<file path="src/rtl/simon_player_input.sv">
// simon_player_input
//   Player-side front end for the Simon core. It turns four raw, bouncy,
//   asynchronous push-buttons into a clean 2-bit button index plus a
//   one-cycle press strobe. Presses are accepted only on the player's turn
//   while the game is running. Runs on the 60 Hz game clock.
//
// Ports
//   clk            game clock (60 Hz)
//   reset          asynchronous, active-high reset
//   buttons[3:0]   raw buttons, active-high; bit i = button index i
//   simon_turn     1 while Simon plays the sequence (presses locked out)
//   game_over      1 once the game has finished (presses locked out)
//   player_num     index of the last accepted button, held until next accept
//   player_pressed one-cycle strobe; player_num is valid in the same cycle
//   button_lamp    one-hot echo of the accepted button while it is held
//   chord_error    one-cycle strobe when a multi-button chord is debounced
//
// DEBOUNCE_TICKS (1..15): consecutive equal synchronised samples needed
// before the debounced vector follows the buttons.
module simon_player_input #(
  parameter int DEBOUNCE_TICKS = 3
) (
  input  logic       clk,
  input  logic       reset,
  input  logic [3:0] buttons,
  input  logic       simon_turn,
  input  logic       game_over,
  output logic [1:0] player_num,
  output logic       player_pressed,
  output logic [3:0] button_lamp,
  output logic       chord_error
);

  localparam logic [3:0] TICKS  = 4'(DEBOUNCE_TICKS);
  // A button held through reset only shows up in the debounced vector
  // DEBOUNCE_TICKS+2 edges after reset; the FSM must not leave
  // WAIT_RELEASE before then or the held button would look like a press.
  localparam logic [4:0] SETTLE = 5'(DEBOUNCE_TICKS + 2);

  typedef enum logic [1:0] {WAIT_RELEASE, IDLE, HELD} state_e;

  logic [3:0] sync1_q, sync2_q, last_q;
  logic [3:0] deb_q, deb_d;
  logic [3:0] cnt_q, cnt_d, cnt_nxt;
  logic [4:0] settle_q;
  state_e     state_q;

  logic       lockout, settled, one_hot, multi;
  logic [1:0] hot_idx;

  assign lockout = simon_turn | game_over;
  assign settled = (settle_q == SETTLE);
  assign one_hot = (deb_q != 4'd0) && ((deb_q & (deb_q - 4'd1)) == 4'd0);
  assign multi   = (deb_q != 4'd0) && !one_hot;

  // Debounce: count how long sync2 has been stable at a value that differs
  // from the debounced vector; adopt it once the run reaches TICKS.
  always_comb begin
    deb_d   = deb_q;
    cnt_d   = cnt_q;
    cnt_nxt = 4'd1;
    if (sync2_q == deb_q) begin
      cnt_d = 4'd0;
    end else begin
      if (sync2_q == last_q) cnt_nxt = cnt_q + 4'd1;
      if (cnt_nxt == TICKS) begin
        deb_d = sync2_q;
        cnt_d = 4'd0;
      end else begin
        cnt_d = cnt_nxt;
      end
    end
  end

  always_comb begin
    hot_idx = 2'd0;
    for (int i = 3; i >= 0; i--) begin
      if (deb_q[i]) hot_idx = 2'(i);
    end
  end

  always_ff @(posedge clk or posedge reset) begin
    if (reset) begin
      sync1_q  <= 4'd0;
      sync2_q  <= 4'd0;
      last_q   <= 4'd0;
      deb_q    <= 4'd0;
      cnt_q    <= 4'd0;
      settle_q <= 5'd0;
    end else begin
      sync1_q  <= buttons;
      sync2_q  <= sync1_q;
      last_q   <= sync2_q;
      deb_q    <= deb_d;
      cnt_q    <= cnt_d;
      if (!settled) settle_q <= settle_q + 5'd1;
    end
  end

  always_ff @(posedge clk or posedge reset) begin
    if (reset) begin
      state_q        <= WAIT_RELEASE;
      player_num     <= 2'd0;
      player_pressed <= 1'b0;
      button_lamp    <= 4'd0;
      chord_error    <= 1'b0;
    end else begin
      player_pressed <= 1'b0;
      chord_error    <= 1'b0;
      case (state_q)
        WAIT_RELEASE: begin
          if (settled && deb_q == 4'd0 && !lockout) state_q <= IDLE;
        end
        IDLE: begin
          // Lockout takes priority over a press debounced in the same cycle.
          if (lockout) begin
            state_q <= WAIT_RELEASE;
          end else if (one_hot) begin
            player_num     <= hot_idx;
            button_lamp    <= deb_q;
            player_pressed <= 1'b1;
            state_q        <= HELD;
          end else if (multi) begin
            chord_error <= 1'b1;
            state_q     <= WAIT_RELEASE;
          end
        end
        HELD: begin
          if (lockout) begin
            button_lamp <= 4'd0;
            state_q     <= WAIT_RELEASE;
          end else if (deb_q == 4'd0) begin
            button_lamp <= 4'd0;
            state_q     <= IDLE;
          end else if ((deb_q & button_lamp) == 4'd0) begin
            // Held button dropped while another came in on the same update:
            // count it as a release only; the new one must be re-pressed.
            button_lamp <= 4'd0;
            state_q     <= WAIT_RELEASE;
          end
          // Otherwise the held button is still down; extra buttons ignored.
        end
        default: state_q <= WAIT_RELEASE;
      endcase
    end
  end

endmodule

</file>
<file path="config.mk">
export PLATFORM = sky130hd
export DESIGN_NAME = simon_player_input
export DESIGN_NICKNAME = d
export VERILOG_FILES = /design/src/rtl/simon_player_input.sv
export SDC_FILE = /design/constraint.sdc
export NUM_CORES = 1
export LEC_CHECK = 0
export CORE_MARGIN = 2
export CORE_UTILIZATION = 45
export DETAILED_ROUTE_END_ITERATION = 12
export PLACE_DENSITY = 0.73
export SLEW_MARGIN = 20
export SYNTH_ARGS = -nofsm -noshare
export SYNTH_HDL_FRONTEND = slang
export SYNTH_SLANG_ARGS = --single-unit
</file>
<file path="constraint.sdc">
create_clock -name clk -period 3.8 [get_ports clk]
set_input_delay 1.14 -clock clk [delete_from_list [all_inputs] [get_ports clk]]
set_output_delay 1.14 -clock clk [all_outputs]
set_load 0.01 [all_outputs]
</file>
==> metrics.cfg <==
[cts]
cts_sinks = 35
hold_buffers = 0
root_buffer = clkbuf_4
clock_path_buffers = 2
cts_tree = done
cts_setup_buffers = 0
clk_latency_ns = 0.34
cts_resized = 0
cts_buffers = 5
cts.reportedPaths.clkPinSlew_ns = 0.10
htree_num_levels = 2

[setup_path]
worst-path-buf-inv = 1
crit_arrival_ns = 2.77
crit_path_cell_trace = clkdlybuf4s50_1 -> or4b_4 -> o31a_1 -> o32ai_1 -> a21oi_1
crit_type = in2reg
required_ns = 4.01
cp_top_family = simple AND/OR/NAND/NOR gates
endpoint_kind = flip-flop
crit_path_start_kind = input pin
crit_fanout = 11
crit_slowest_cell = or4b_4
max_stage_delay_ns = 0.63

[logic_synthesis]
ys_async_sr_fraction_pct = 100
ys_types = 42
synthFlopType = dfrtp_1
synth_compound_gate_area_share_pct = 12.6
synth_simple_gate_area_share_pct = 15.2
synth_edf_count = 0
synth.area.top_cells = dfrtp_1 (55%), xnor2_1 (4.4%), xor2_1 (3.8%), nor2_1 (3.8%), mux2_2 (2.8%)
ys_seq_elements = 35
synth.avg_cell_area_sq_um = 11.7
yosysMostFrequentCell = dfrtp_1
syn_nets = 147
synthCells = 136
synth_top_family_by_area = simple AND/OR/NAND/NOR gates
synth_xor_area_share_pct = 8.24
synth_area_sq_um = 1600
yosysTopAreaCell = dfrtp_1
synth.yosys.seq_area_share_pct = 54.9
synth_top_area_share_pct = 54.9
synth_fa_ha_area_share_pct = 2.35
yosys-mux-area-fraction_pct = 2.82
synth_commonest_cells = dfrtp_1 (35), nor2_1 (16), xnor2_1 (8), xor2_1 (7)
yosysWarnings = 0

[outcome]
status = finished, final reports clean

[power]
comb_power_share_pct = 22.3
p_leak_nw = 0.798
p_clk_share_pct = 24.7
internal-power_mw = 0.626
power_density_nw_per_um2 = 502
p_seq_share_pct = 53.0
swShare_pct = 31.9
peakVddDrop_mv = 0.232
p_sw_mw = 0.293

[timing]
finalHoldViolations = 0
skew_ns = 0.00868
fin_setup_tns_ns = 0
maxSlewViolCount = 0
fmax_ghz = 0.391
min_period_over_period_pct = 67.4
setup_viol = 0
tightest_slew_ns = 0.620
rsz0062_at_grt = false
relSlewSlack_pct = 58.1
layout_min_cycle_time_ns = 2.56

[final_layout]
regArea_sq_um = 876
drive_gt1_share_pct = 12.4
final_cells = 199
syn_to_final_growth_pct = 14.9
multi_input_area_sq_um = 658
diodes = 0
fillers = 304
final_nets = 163

[min_path]
holdCritPathClass = reg2reg

[place]
dp_cells = 191
dpl.hpwl_um = 1900
port_buffers = 15
gp_congestion = 0.790

[routing]
routed_wl_um = 2790
first_pass_iters = 4
detail_route.vias_per_cell = 5.46
wl_per_cell_um = 14.0
drtIter0Drc = 67
ant_nets = 0
drc = 0
via_count = 1086

[floorplanning]
fp.dieH_um = 63.5
die_w_um = 63.5
initial_core_util_pct = 47.4
io_pins = 16
rows = 21
core-area_sq_um = 3360
die_area_sq_um = 4040

[global_route]
antenna_found_initial = 0
grt_pass1_wl_um = 5080
grt_pass1_vias = 1085
track_usage_pct = 16.4
grt_remaining_overflow = 0
grt_max_degree = 36

[flow_run]
cap_violations = 0

==> power by group through the flow <==
stage	Clock (mW)	Combinational (mW)	Sequential, mW
after floorplan	0	0.178	0.453
after global placement	0	0.200	0.487
after detailed placement	0	0.205	0.492
after CTS	0.236	0.206	0.485
after global routing	0.258	0.225	0.496
final	0.227	0.205	0.487
==> kinds of logic (layout without fill, tap and decap cells) <==
| family | Yosys count | after routing |
|---|---|---|
| xor+xnor | 15 | 15 |
| compound gates | 25 | 25 |
| simple gates | 43 | 43 |
| flops | 35 | 35 |
| mux | 4 | 4 |
| fa+ha+maj | 3 | 3 |
| buf+inv | 11 | 28 |
==> worst reg2reg max path, cell delays in order (launching register included) <==
cell and delay, ns:
dfrtp_1 0.43, ha_1 0.22, xnor2_1 0.25, nand3_1 0.17
nor3_2 0.36, mux2_2 0.38
==> path summary, 6_finish.rpt <==
check | from | endpoint | slack, ns | cells past startpoint
worst max-delay path | game_over | player_num[0]$_DFFE_PP0P_ | 1.24 | 5
worst min-delay path | sync1_q[2]$_DFF_PP0_ | sync2_q[2]$_DFF_PP0_ | 0.35 | 0
worst max register to register | cnt_q[0]$_DFF_PP0_ | deb_q[0]$_DFFE_PP0P_ | 1.88 | 5
worst min register to register | sync1_q[2]$_DFF_PP0_ | sync2_q[2]$_DFF_PP0_ | 0.35 | 0
max in group asynchronous | reset | deb_q[3]$_DFFE_PP0P_ | 2.31 | 3
min in group asynchronous | reset | last_q[2]$_DFF_PP0_ | 1.19 | 3
==> through the flow <==
step | hold WS, ns | worst slack [ns] | util, % | power (mW) | area [sq um]
final | 0.348 | 1.24 | 54.5 | 0.920 | 1830
after global placement | 0.332 | 0.944 | 52.5 | 0.687 | 1760
after CTS | 0.361 | 1.26 | 54.5 | 0.927 | 1830
after detailed placement | 0.337 | 0.900 | 52.5 | 0.697 | 1760
after floorplan | 0.331 | 1.50 | - | 0.632 | 1600
after global routing | 0.369 | 1.20 | 54.5 | 0.979 | 1830
==> final cells by class <==
class | count | area share (%)
flip-flops and latches | 35 | 47.8
multi-input cells | 90 | 35.9
repair buffers | 16 | 8.60
clock buffers | 8 | 3.75
well taps | 46 | 3.14
inverters | 4 | 0.819
==> flip-flops by register name, summed over array words and instances (netlist names) <==
signal and cells:
sync1_q 4, button_lamp 4, sync2_q 4, deb_q 4, last_q 4, player_num 2
state_q 2, settle_q 5, cnt_q 4, chord_error 1, player_pressed 1
==> placed cells by master, fill, tap and decap left out, types with 3 or more instances in the layout <==
cell,synthesis,final
a21oi_1,5,5
clkbuf_4,0,5
clkdlybuf4s50_1,0,15
dfrtp_1,35,35
ha_1,3,3
inv_1,4,4
mux2_2,4,4
nand2_1,5,5
nand3_1,4,4
nor2_1,16,16
nor3_1,3,3
o21ai_0,4,4
xnor2_1,8,8
xor2_1,7,7
==> metal layers <==
metal	global-route usage, %	share of wire (%)
met5	0	0
met4	6.52	1.8
met3	5.36	5.0
met2	26.1	48
met1	20.6	45
No activity file was read; power rests on OpenSTA's default activity.
